===== src/rtl/decode_stage_if.sv =====
// Handshake and decoded-bundle signals between the fetch side, the decode stage and its consumer.
// The stimulus or upstream side uses master; decode_stage uses slave.
interface decode_stage_if #(
    parameter int AWIDTH    = 32,
    parameter int DWIDTH    = 32,
    parameter int CNT_WIDTH = 16
);
    logic                 in_valid_i;
    logic                 in_ready_o;
    logic [DWIDTH-1:0]    insn_i;
    logic [AWIDTH-1:0]    pc_i;
    logic                 out_valid_o;
    logic                 out_ready_i;
    logic                 flush_i;
    logic [AWIDTH-1:0]    pc_o;
    logic [DWIDTH-1:0]    insn_o;
    logic [6:0]           opcode_o;
    logic [4:0]           rd_o;
    logic [4:0]           rs1_o;
    logic [4:0]           rs2_o;
    logic [2:0]           funct3_o;
    logic [6:0]           funct7_o;
    logic [4:0]           shamt_o;
    logic [DWIDTH-1:0]    imm_o;
    logic                 illegal_o;
    logic [CNT_WIDTH-1:0] count_o;

    modport master (
        output in_valid_i, insn_i, pc_i, out_ready_i, flush_i,
        input  in_ready_o, out_valid_o, pc_o, insn_o, opcode_o, rd_o, rs1_o, rs2_o,
               funct3_o, funct7_o, shamt_o, imm_o, illegal_o, count_o
    );

    modport slave (
        input  in_valid_i, insn_i, pc_i, out_ready_i, flush_i,
        output in_ready_o, out_valid_o, pc_o, insn_o, opcode_o, rd_o, rs1_o, rs2_o,
               funct3_o, funct7_o, shamt_o, imm_o, illegal_o, count_o
    );
endinterface


===== src/rtl/decode_stage.sv =====
// RV32I decode stage with a two-entry output/skid buffer. in_ready comes straight from the
// state register, so there is no combinational path from the consumer's ready back upstream.
module decode_stage #(
    parameter int AWIDTH    = 32,
    parameter int DWIDTH    = 32,
    parameter int CNT_WIDTH = 16
) (
    input  logic          clk,
    input  logic          rst,
    decode_stage_if.slave bus
);
    typedef struct packed {
        logic [AWIDTH-1:0] pc;
        logic [DWIDTH-1:0] insn;
        logic [6:0]        opcode;
        logic [4:0]        rd;
        logic [4:0]        rs1;
        logic [4:0]        rs2;
        logic [2:0]        funct3;
        logic [6:0]        funct7;
        logic [4:0]        shamt;
        logic [DWIDTH-1:0] imm;
        logic              illegal;
    } bundle_t;

    localparam logic [1:0] EMPTY = 2'd0;
    localparam logic [1:0] ONE   = 2'd1;
    localparam logic [1:0] FULL  = 2'd2;

    logic [1:0]           state_reg, state_next;
    bundle_t              out_reg, out_next;
    bundle_t              skid_reg, skid_next;
    logic [CNT_WIDTH-1:0] count_reg, count_next;
    bundle_t              dec;
    bundle_t              shown;
    logic                 is_r, is_i, is_s, is_b, is_u, is_j, is_shift;
    logic [31:0]          insn;
    logic                 accept, xfer;

    assign insn = bus.insn_i;

    always_comb begin
        is_r = 1'b0;
        is_i = 1'b0;
        is_s = 1'b0;
        is_b = 1'b0;
        is_u = 1'b0;
        is_j = 1'b0;
        case (insn[6:0])
            7'b0110011:                         is_r = 1'b1;
            7'b0010011, 7'b0000011, 7'b1100111: is_i = 1'b1;
            7'b0100011:                         is_s = 1'b1;
            7'b1100011:                         is_b = 1'b1;
            7'b0110111, 7'b0010111:             is_u = 1'b1;
            7'b1101111:                         is_j = 1'b1;
            default: ;
        endcase
        is_shift = (insn[6:0] == 7'b0010011) && (insn[14:12] == 3'b001 || insn[14:12] == 3'b101);

        // Every field not owned by the format stays zero, which also covers illegal opcodes.
        dec         = '0;
        dec.pc      = bus.pc_i;
        dec.insn    = insn;
        dec.opcode  = insn[6:0];
        dec.illegal = !(is_r || is_i || is_s || is_b || is_u || is_j);
        if (is_r || is_i || is_u || is_j) dec.rd = insn[11:7];
        if (is_r || is_i || is_s || is_b) begin
            dec.rs1    = insn[19:15];
            dec.funct3 = insn[14:12];
        end
        if (is_r || is_s || is_b) dec.rs2    = insn[24:20];
        if (is_r || is_shift)     dec.funct7 = insn[31:25];
        if (is_shift)             dec.shamt  = insn[24:20];
        if (is_i) dec.imm = {{20{insn[31]}}, insn[31:20]};
        if (is_s) dec.imm = {{20{insn[31]}}, insn[31:25], insn[11:7]};
        if (is_b) dec.imm = {{20{insn[31]}}, insn[7], insn[30:25], insn[11:8], 1'b0};
        if (is_u) dec.imm = {insn[31:12], 12'b0};
        if (is_j) dec.imm = {{12{insn[31]}}, insn[19:12], insn[20], insn[30:21], 1'b0};
    end

    assign accept = bus.in_valid_i && (state_reg != FULL);
    assign xfer   = (state_reg != EMPTY) && bus.out_ready_i;

    always_comb begin
        state_next = state_reg;
        out_next   = out_reg;
        skid_next  = skid_reg;
        count_next = count_reg;
        if (bus.flush_i) begin
            state_next = EMPTY;
        end else begin
            if (xfer) count_next = count_reg + 1'b1;
            case (state_reg)
                EMPTY: begin
                    if (accept) begin
                        out_next   = dec;
                        state_next = ONE;
                    end
                end
                ONE: begin
                    if (accept && xfer) begin
                        out_next = dec;
                    end else if (accept) begin
                        skid_next  = dec;
                        state_next = FULL;
                    end else if (xfer) begin
                        state_next = EMPTY;
                    end
                end
                FULL: begin
                    if (xfer) begin
                        out_next   = skid_reg;
                        state_next = ONE;
                    end
                end
                default: state_next = EMPTY;
            endcase
        end
    end

    always_ff @(posedge clk) begin
        if (rst) begin
            state_reg <= EMPTY;
            out_reg   <= '0;
            skid_reg  <= '0;
            count_reg <= '0;
        end else begin
            state_reg <= state_next;
            out_reg   <= out_next;
            skid_reg  <= skid_next;
            count_reg <= count_next;
        end
    end

    assign bus.out_valid_o = (state_reg != EMPTY);
    assign bus.in_ready_o  = (state_reg != FULL);
    assign shown           = bus.out_valid_o ? out_reg : '0;
    assign bus.pc_o        = shown.pc;
    assign bus.insn_o      = shown.insn;
    assign bus.opcode_o    = shown.opcode;
    assign bus.rd_o        = shown.rd;
    assign bus.rs1_o       = shown.rs1;
    assign bus.rs2_o       = shown.rs2;
    assign bus.funct3_o    = shown.funct3;
    assign bus.funct7_o    = shown.funct7;
    assign bus.shamt_o     = shown.shamt;
    assign bus.imm_o       = shown.imm;
    assign bus.illegal_o   = shown.illegal;
    assign bus.count_o     = count_reg;
endmodule


===== src/flat_wrapper.sv =====
// flat-port wrapper written by rule: the top's interface ports become plain ports
module decode_stage_flat 
#(
    parameter int AWIDTH    = 32,
    parameter int DWIDTH    = 32,
    parameter int CNT_WIDTH = 16
)
  (clk, rst, bus_in_valid_i, bus_insn_i, bus_pc_i, bus_out_ready_i, bus_flush_i, bus_in_ready_o, bus_out_valid_o, bus_pc_o, bus_insn_o, bus_opcode_o, bus_rd_o, bus_rs1_o, bus_rs2_o, bus_funct3_o, bus_funct7_o, bus_shamt_o, bus_imm_o, bus_illegal_o, bus_count_o);
  decode_stage_if #(.AWIDTH(AWIDTH), .DWIDTH(DWIDTH), .CNT_WIDTH(CNT_WIDTH)) bus_i ();
  input  logic clk;
  input  logic rst;
  input wire logic [$bits(bus_i.in_valid_i)-1:0] bus_in_valid_i;
  input wire logic [$bits(bus_i.insn_i)-1:0] bus_insn_i;
  input wire logic [$bits(bus_i.pc_i)-1:0] bus_pc_i;
  input wire logic [$bits(bus_i.out_ready_i)-1:0] bus_out_ready_i;
  input wire logic [$bits(bus_i.flush_i)-1:0] bus_flush_i;
  output wire logic [$bits(bus_i.in_ready_o)-1:0] bus_in_ready_o;
  output wire logic [$bits(bus_i.out_valid_o)-1:0] bus_out_valid_o;
  output wire logic [$bits(bus_i.pc_o)-1:0] bus_pc_o;
  output wire logic [$bits(bus_i.insn_o)-1:0] bus_insn_o;
  output wire logic [$bits(bus_i.opcode_o)-1:0] bus_opcode_o;
  output wire logic [$bits(bus_i.rd_o)-1:0] bus_rd_o;
  output wire logic [$bits(bus_i.rs1_o)-1:0] bus_rs1_o;
  output wire logic [$bits(bus_i.rs2_o)-1:0] bus_rs2_o;
  output wire logic [$bits(bus_i.funct3_o)-1:0] bus_funct3_o;
  output wire logic [$bits(bus_i.funct7_o)-1:0] bus_funct7_o;
  output wire logic [$bits(bus_i.shamt_o)-1:0] bus_shamt_o;
  output wire logic [$bits(bus_i.imm_o)-1:0] bus_imm_o;
  output wire logic [$bits(bus_i.illegal_o)-1:0] bus_illegal_o;
  output wire logic [$bits(bus_i.count_o)-1:0] bus_count_o;
  assign bus_i.in_valid_i = bus_in_valid_i;
  assign bus_i.insn_i = bus_insn_i;
  assign bus_i.pc_i = bus_pc_i;
  assign bus_i.out_ready_i = bus_out_ready_i;
  assign bus_i.flush_i = bus_flush_i;
  assign bus_in_ready_o = bus_i.in_ready_o;
  assign bus_out_valid_o = bus_i.out_valid_o;
  assign bus_pc_o = bus_i.pc_o;
  assign bus_insn_o = bus_i.insn_o;
  assign bus_opcode_o = bus_i.opcode_o;
  assign bus_rd_o = bus_i.rd_o;
  assign bus_rs1_o = bus_i.rs1_o;
  assign bus_rs2_o = bus_i.rs2_o;
  assign bus_funct3_o = bus_i.funct3_o;
  assign bus_funct7_o = bus_i.funct7_o;
  assign bus_shamt_o = bus_i.shamt_o;
  assign bus_imm_o = bus_i.imm_o;
  assign bus_illegal_o = bus_i.illegal_o;
  assign bus_count_o = bus_i.count_o;
  decode_stage #(.AWIDTH(AWIDTH), .DWIDTH(DWIDTH), .CNT_WIDTH(CNT_WIDTH)) u_core (.clk(clk), .rst(rst), .bus(bus_i));
endmodule

===== config.mk =====
export PLATFORM = sky130hd
export DESIGN_NAME = decode_stage_flat
export DESIGN_NICKNAME = d
export VERILOG_FILES = /design/src/rtl/decode_stage_if.sv /design/src/rtl/decode_stage.sv /design/src/flat_wrapper.sv
export SDC_FILE = /design/constraint.sdc
export NUM_CORES = 1
export LEC_CHECK = 0
export ABC_CLOCK_PERIOD_IN_PS = 2400
export BUFFER_PORTS_ARGS = -buffer_cell sky130_fd_sc_hd__buf_4
export CORE_MARGIN = 4
export CORE_UTILIZATION = 50
export DETAILED_ROUTE_END_ITERATION = 8
export GPL_TIMING_DRIVEN = 0
export MAX_ROUTING_LAYER = met4
export PLACE_DENSITY = 0.84
export SETUP_SLACK_MARGIN = 0.4
export SLEW_MARGIN = 20
export SYNTH_ARGS = -nofsm -noshare
export SYNTH_HDL_FRONTEND = slang
export SYNTH_SLANG_ARGS = --single-unit

===== constraint.sdc =====
create_clock -name clk -period 2.4 [get_ports clk]
set_input_delay 0.48 -clock clk [delete_from_list [all_inputs] [get_ports clk]]
set_output_delay 0.48 -clock clk [all_outputs]
set_load 0.005 [all_outputs]

* After elaboration in Yosys (flattened, before gate mapping)
Cells that the tools add are included.
** Operators by class
- Add/sub/neg operators :: 1
- Multiply operators :: 0
- Divide/modulo/power cells :: 0
- Magnitude comparators :: 0
- Equality and inequality tests :: 19
- Shift operators :: 0
- Multiplexer cells :: 28
- Bitwise gates (word level) :: 2
- Reduce and logical (&&, ||, !) cells :: 26
** Operators by type and width (number)
- 2-to-1 mux 134 bit :: 4
- case mux 134 bit (3 select lines) :: 1
- 2-to-1 mux 32 bit :: 5
- == test 7 x 6 -> 1 bit, second input constant :: 3
- == test 7 bit, second input constant :: 3
- 2-to-1 mux 5 bit :: 4
- adder 16 x 1 -> 16 bit, second input constant :: 1
- == test 7 x 5 -> 1 bit, second input constant :: 2
- logical OR 1 bit :: 11
- 2-to-1 mux 2 bit :: 5
- AND reduction 4 bit :: 2
- == test 7 x 2 -> 1 bit, second input constant :: 1
- 2-to-1 mux 7 bit :: 1
- 2-to-1 mux 1 bit :: 6
- != test 2 x 1 -> 1 bit, second input constant :: 3
- case mux 2 bit (3 select lines) :: 1
- AND reduction 5 bit :: 1
- logical AND 1 bit :: 4
- != test 2 bit, second input constant :: 2
- OR reduction 2 bit :: 2
- == test 3 x 1 -> 1 bit, second input constant :: 1
- == test 3 bit, second input constant :: 1
- 2-to-1 mux 3 bit :: 1
- != test 3 x 1 -> 1 bit, second input constant :: 1
- other kinds (9) :: 10
** Word-level totals
- Flip-flop bits (word level) :: 286
- Bits in latches :: 0
- Bits in writable memories :: 0
- Bits in read-only memories :: 0
- Input port bits :: 69
- Output and inout port bits :: 152
- Word-level logic and storage cells :: 100
- Memories :: 0

* Depth between registers and ports, before layout
- Depth after elaboration :: 11
- Depth in mapped cells :: 8
- Gate-level depth less buffers :: 6

* Worst setup path after synthesis
No wires, ideal clock.
- Kind :: input to register
- Start :: in bus_insn_i[5]
- End :: reg u_core.out_reg[9] (netlist bit)
- Library setup time :: 0.132 ns
- Data arrival time :: 1.751 ns
- Data required time :: 2.268 ns
- Slack :: 0.518 ns
- Stages on the path :: 8
- Buffers on the path :: 3
- Path through :: buf_4 > and4b_1 > buf_6 > a32o_2 > and2_4 > buf_6 > a221oi_1 > nor3_1
** On the way
- Longest elaborated chain between the ends :: 10
- Elaborated cells between the ends (all ways) :: 23
- Classes of those cells :: 8 x eq/ne; 13 x mux; 2 x reduce/logical
** RTL lines
- start, declared :: RTL line flat_wrapper.sv:13 : input wire logic [$bits(bus_i.insn_i)-1:0] bus_insn_i;
- == test 7 x 2 -> 1 bit, or another cell as far along :: RTL line decode_stage.sv:49 : case (insn[6:0])
- OR reduction 3 bit :: RTL line decode_stage.sv:49
- 2-to-1 mux 1 bit :: RTL line decode_stage.sv:49
- 2-to-1 mux 32 bit :: RTL line decode_stage.sv:74 : if (is_i) dec.imm = {{20{insn[31]}}, insn[31:20]};
- 2-to-1 mux 32 bit :: RTL line decode_stage.sv:75 : if (is_s) dec.imm = {{20{insn[31]}}, insn[31:25], insn[11:7]};
- 2-to-1 mux 32 bit :: RTL line decode_stage.sv:76 : if (is_b) dec.imm = {{20{insn[31]}}, insn[7], insn[30:25], insn[11:8], 1'b0};
- 2-to-1 mux 32 bit :: RTL line decode_stage.sv:77 : if (is_u) dec.imm = {insn[31:12], 12'b0};
- 2-to-1 mux 32 bit (*) :: RTL line decode_stage.sv:78 : if (is_j) dec.imm = {{12{insn[31]}}, insn[19:12], insn[20], insn[30:21], 1'b0};
- 2-to-1 mux 134 bit (on tied branches) :: RTL line decode_stage.sv:101, decode_stage.sv:95
- case mux 134 bit (3 select lines) (*) :: RTL line decode_stage.sv:93 : case (state_reg)
- end signal, assigned :: RTL line decode_stage.sv:129 : out_reg <= out_next;
- end, declared :: RTL line decode_stage.sv:31 : bundle_t out_reg, out_next;
Every way passes the cells marked *; elsewhere a longest branch is shown, timed or not. The select of a mux whose other input is x is not followed.
A chain may end at the register's enable or synchronous reset.

* Worst setup path in the final report
- Start :: reg u_core.state_reg[1]
- End :: out bus_opcode_o[3]
** On the way
- Longest elaborated chain between the ends :: 2
** RTL lines
- start, declared :: RTL line decode_stage.sv:30 : logic [1:0] state_reg, state_next;
- start signal, assigned :: RTL line decode_stage.sv:128 : state_reg <= state_next;
- nonzero test 2 bit :: RTL line decode_stage.sv:135 : assign bus.out_valid_o = (state_reg != EMPTY);
- 2-to-1 mux 134 bit :: RTL line decode_stage.sv:137 : assign shown = bus.out_valid_o ? out_reg : '0;
- end, declared :: RTL line flat_wrapper.sv:21 : output wire logic [$bits(bus_i.opcode_o)-1:0] bus_opcode_o;
No other way between the ends.

==> results.tsv <==
metric	value	unit
run status	complete, but fails checks	
failing checks	setup timing	
setup TNS	-0.0279	ns
hold path endpoint	u_core.state_reg[1]	
reg2reg path depth	5	
Root Driver	clkbuf_16	
period utilization	1.00	
Die ar.	26800	µm²
ys flop type	dfxtp_1	
Crit Path Class	register to output pin	
measured slew at the worst slew-check pin	0.866	ns
Final ANT Viol Nets	0	
min Tclk post-route	2.41	ns
row count	56	
Detailed Route Iter0 Violations	1490	
Final HPWL DP	29.8	mm
port bufs	210	
R2R Setup Slk	0.39	ns
Synth Area per Inst	7.97	µm²
register bit count reported by yosys	272	
worst hold path class	input pin to register	
fin area	17000	µm²
Slew headroom	0.423	
Post-Route WL	46.1	mm
register area share after synthesis	0.450	
Netlist cell types	57	
placed cell area	14100	µm²
vias per cell	6.01	
setup violators final	4	
nets	1871	
core area	23700	µm²
post-route insts no fill	2142	
Area growth, synth to finish	40.7	%
gr usage total	0.319	
CTS sink count	272	
syn nets	1589	
Crit Reg-Reg Endpoint	u_core.skid_reg[50]	
remaining global-route overflow	0	
cell area after synthesis	12100	µm²
CTS tree	done	
EDFF count, synth	0	
Synth Instances	1519	
GP Congestion	0.953	
synth warn	0	
Pwr per Cell Area	626	nW/µm²
routed len/inst	21.5	µm
ANT cells	0	
P_leak	6.76	nW
Worst Path Required	1.92	ns
WHS Path Cells	2	
clock-pin slew on the worst setup and hold paths	0.06	ns
die height	164	µm
RSZ-0062 raised after global routing	yes	
Final Hold Viols	0	
placed cell count	2048	
Post-CTS Hold Fix Bufs	0	
first drt pass iteration count	8	
vias post-DR	12900	
Die X-Extent	164	µm
min-delay src	bus_out_ready_i	
DRC	0	
peak supply drop	0.000426	V
setup slack after layout	-0.0106	ns
Initial Util	0.511	
Setup Skew	0.0101	ns
largest net degree at the start of global routing	16	
WP data arrival	1.93	ns
Critical Path End Type	output pin	
worst slack at placement	-0.301	ns
total CTS buffers	28	
vias in the first global route	12100	
reg-to-reg critical path startpoint	u_core.state_reg[1]	
Critical Path Start Type	register	
latest clock arrival within the worst-skew pair	0.54	ns
Final Max Slew Viols	0	
layout cell share with drive strength beyond 1	0.326	
first-pass GRT wire length	66.1	mm
ys async rst share	0	
IO Pins	221	
H-tree depth	1	
antenna violations before repair	0	
maximum clock path buffer count	3	
Util after Layout	0.719	
CP max FO	5	
max-cap violation count	0	
fmax	415	MHz
cells by family after synthesis:
logic type | Yosys count | synth area share
muxes | 2 | 0.00165
xor gates and xnor gates | 14 | 0.0101
buffers and inverters | 157 | 0.0611
AOI/OAI and AO/OA | 307 | 0.188
adders and majority gates | 1 | 0.00103
and+or+nand+nor | 766 | 0.288
DFF | 272 | 0.450
worst max path at each step:
stage / from / endpoint / slack [ns] / cells past startpoint
2_1_floorplan: bus_insn_i[5] / u_core.out_reg[9] / 0.52 / 8
3_3_place_gp: u_core.state_reg[1] / bus_opcode_o[0] / -0.31 / 6
3_5_place_dp: u_core.state_reg[1] / bus_opcode_o[0] / -0.30 / 6
4_1_cts: u_core.state_reg[0] / bus_opcode_o[3] / 0.02 / 6
5_1_grt: u_core.state_reg[1] / bus_opcode_o[3] / -0.03 / 6
6_report: u_core.state_reg[1] / bus_opcode_o[3] / -0.01 / 6
critical path, cell delays in order (launching register included):
cell	delay (ns)
dfxtp_4	0.35
or2_4	0.31
clkbuf_16	0.20
clkbuf_16	0.16
and2_4	0.15
buf_6	0.11
buf_6	0.10
synth_stat cells, types with 2 or more instances:
library cell | instances | share of area
o21ai_0 | 25 | 0.010
nand3_1 | 23 | 0.0095
nand2_1 | 347 | 0.11
nand4_1 | 3 | 0.0015
and3b_1 | 3 | 0.0022
clkbuf_1 | 83 | 0.026
and2_1 | 131 | 0.068
nor2_1 | 171 | 0.053
buf_2 | 33 | 0.014
nand3b_1 | 3 | 0.0019
dfxtp_1 | 272 | 0.45
xnor2_1 | 10 | 0.0072
buf_4 | 17 | 0.011
a22oi_1 | 14 | 0.0087
mux2i_1 | 2 | 0.0017
a21oi_1 | 102 | 0.042
nor2b_1 | 6 | 0.0031
nor3_2 | 5 | 0.0041
a21o_1 | 2 | 0.0012
a221oi_2 | 17 | 0.021
xor2_1 | 4 | 0.0029
a221oi_1 | 42 | 0.030
nor4_1 | 11 | 0.0057
buf_1 | 7 | 0.0022
buf_6 | 6 | 0.0056
nor3_1 | 42 | 0.017
a22o_1 | 5 | 0.0036
a211oi_1 | 20 | 0.012
o21bai_1 | 2 | 0.0012
nand2b_1 | 5 | 0.0026
a311oi_1 | 66 | 0.048
and3_1 | 4 | 0.0021
inv_1 | 10 | 0.0031
o211ai_1 | 3 | 0.0019
cell type report:
type                            count  area, µm²
Timing Repair Buffer              252       2540
Multi-Input combinational cell   1090       6490
Inverter                           11       53.8
Sequential cell                   272       5450
Tap cell                          319        399
Clock inverter                     11        171
Fill cell                        1661       6640
Buffer                            146       1130
Clock buffer                       41        801
cell usage in the layout (no fill, tap or decap), types with 4 or more instances in the layout:
| master | instances |
|---|---|
| nand2_1 | 345 |
| dfxtp_1 | 270 |
| nor2_1 | 166 |
| buf_6 | 146 |
| buf_4 | 124 |
| and2_4 | 116 |
| a21oi_1 | 98 |
| a311oi_1 | 57 |
| clkbuf_1 | 53 |
| clkbuf_16 | 43 |
| nor3_1 | 41 |
| a221oi_2 | 34 |
| clkbuf_2 | 24 |
| nand3_1 | 23 |
| a221oi_1 | 23 |
| a211oi_1 | 20 |
| o21ai_0 | 19 |
| buf_2 | 16 |
| buf_8 | 16 |
| and2_1 | 16 |
| a22oi_1 | 14 |
| clkbuf_4 | 11 |
| xnor2_1 | 10 |
| inv_1 | 10 |
| a311oi_2 | 9 |
| nor4_1 | 9 |
| nor3_2 | 6 |
| o21ai_1 | 6 |
| nor2_2 | 5 |
| a22o_1 | 5 |
| nand2b_1 | 5 |
| clkinvlp_4 | 5 |
| a21oi_2 | 4 |
| nor2b_1 | 4 |
| and3_1 | 4 |
| xor2_1 | 4 |
| bufinv_16 | 4 |
layer usage:
| metal | share of wire | global-route usage | wire length [µm] |
|---|---|---|---|
| met1 | 0.37 | 0.394 | 17000 |
| met2 | 0.48 | 0.516 | 21900 |
| met3 | 0.11 | 0.0535 | 4950 |
| met4 | 0.049 | 0.143 | 2260 |
| met5 | 0 | - | 0 |
timing repair:
| item | CTS | global route |
|---|---|---|
| endpoints found under the hold margin | 0 | 0 |
| cloned | 10 | 5 |
| pin swaps | 77 | 37 |
| gates resized for setup | 256 | 238 |
| endpoints found under the setup margin | 167 | 346 |
| setup buffers | 9 | 18 |
report_power, final:
group	internal (mW)	switching [mW]	total [mW]
registers	4.67	0.0973	4.77
logic	0.565	0.718	1.28
clock network	2.75	1.87	4.62
through the flow:
step | hold slack, ns | power [mW]
after global routing | 0.155 | 10.9
after floorplan | 0.432 | 5.38
after detailed placement | 0.447 | 5.80
after global placement | 0.439 | 5.77
after CTS | 0.154 | 10.4
final | 0.156 | 10.7
Power figures use the tool's default switching activity.
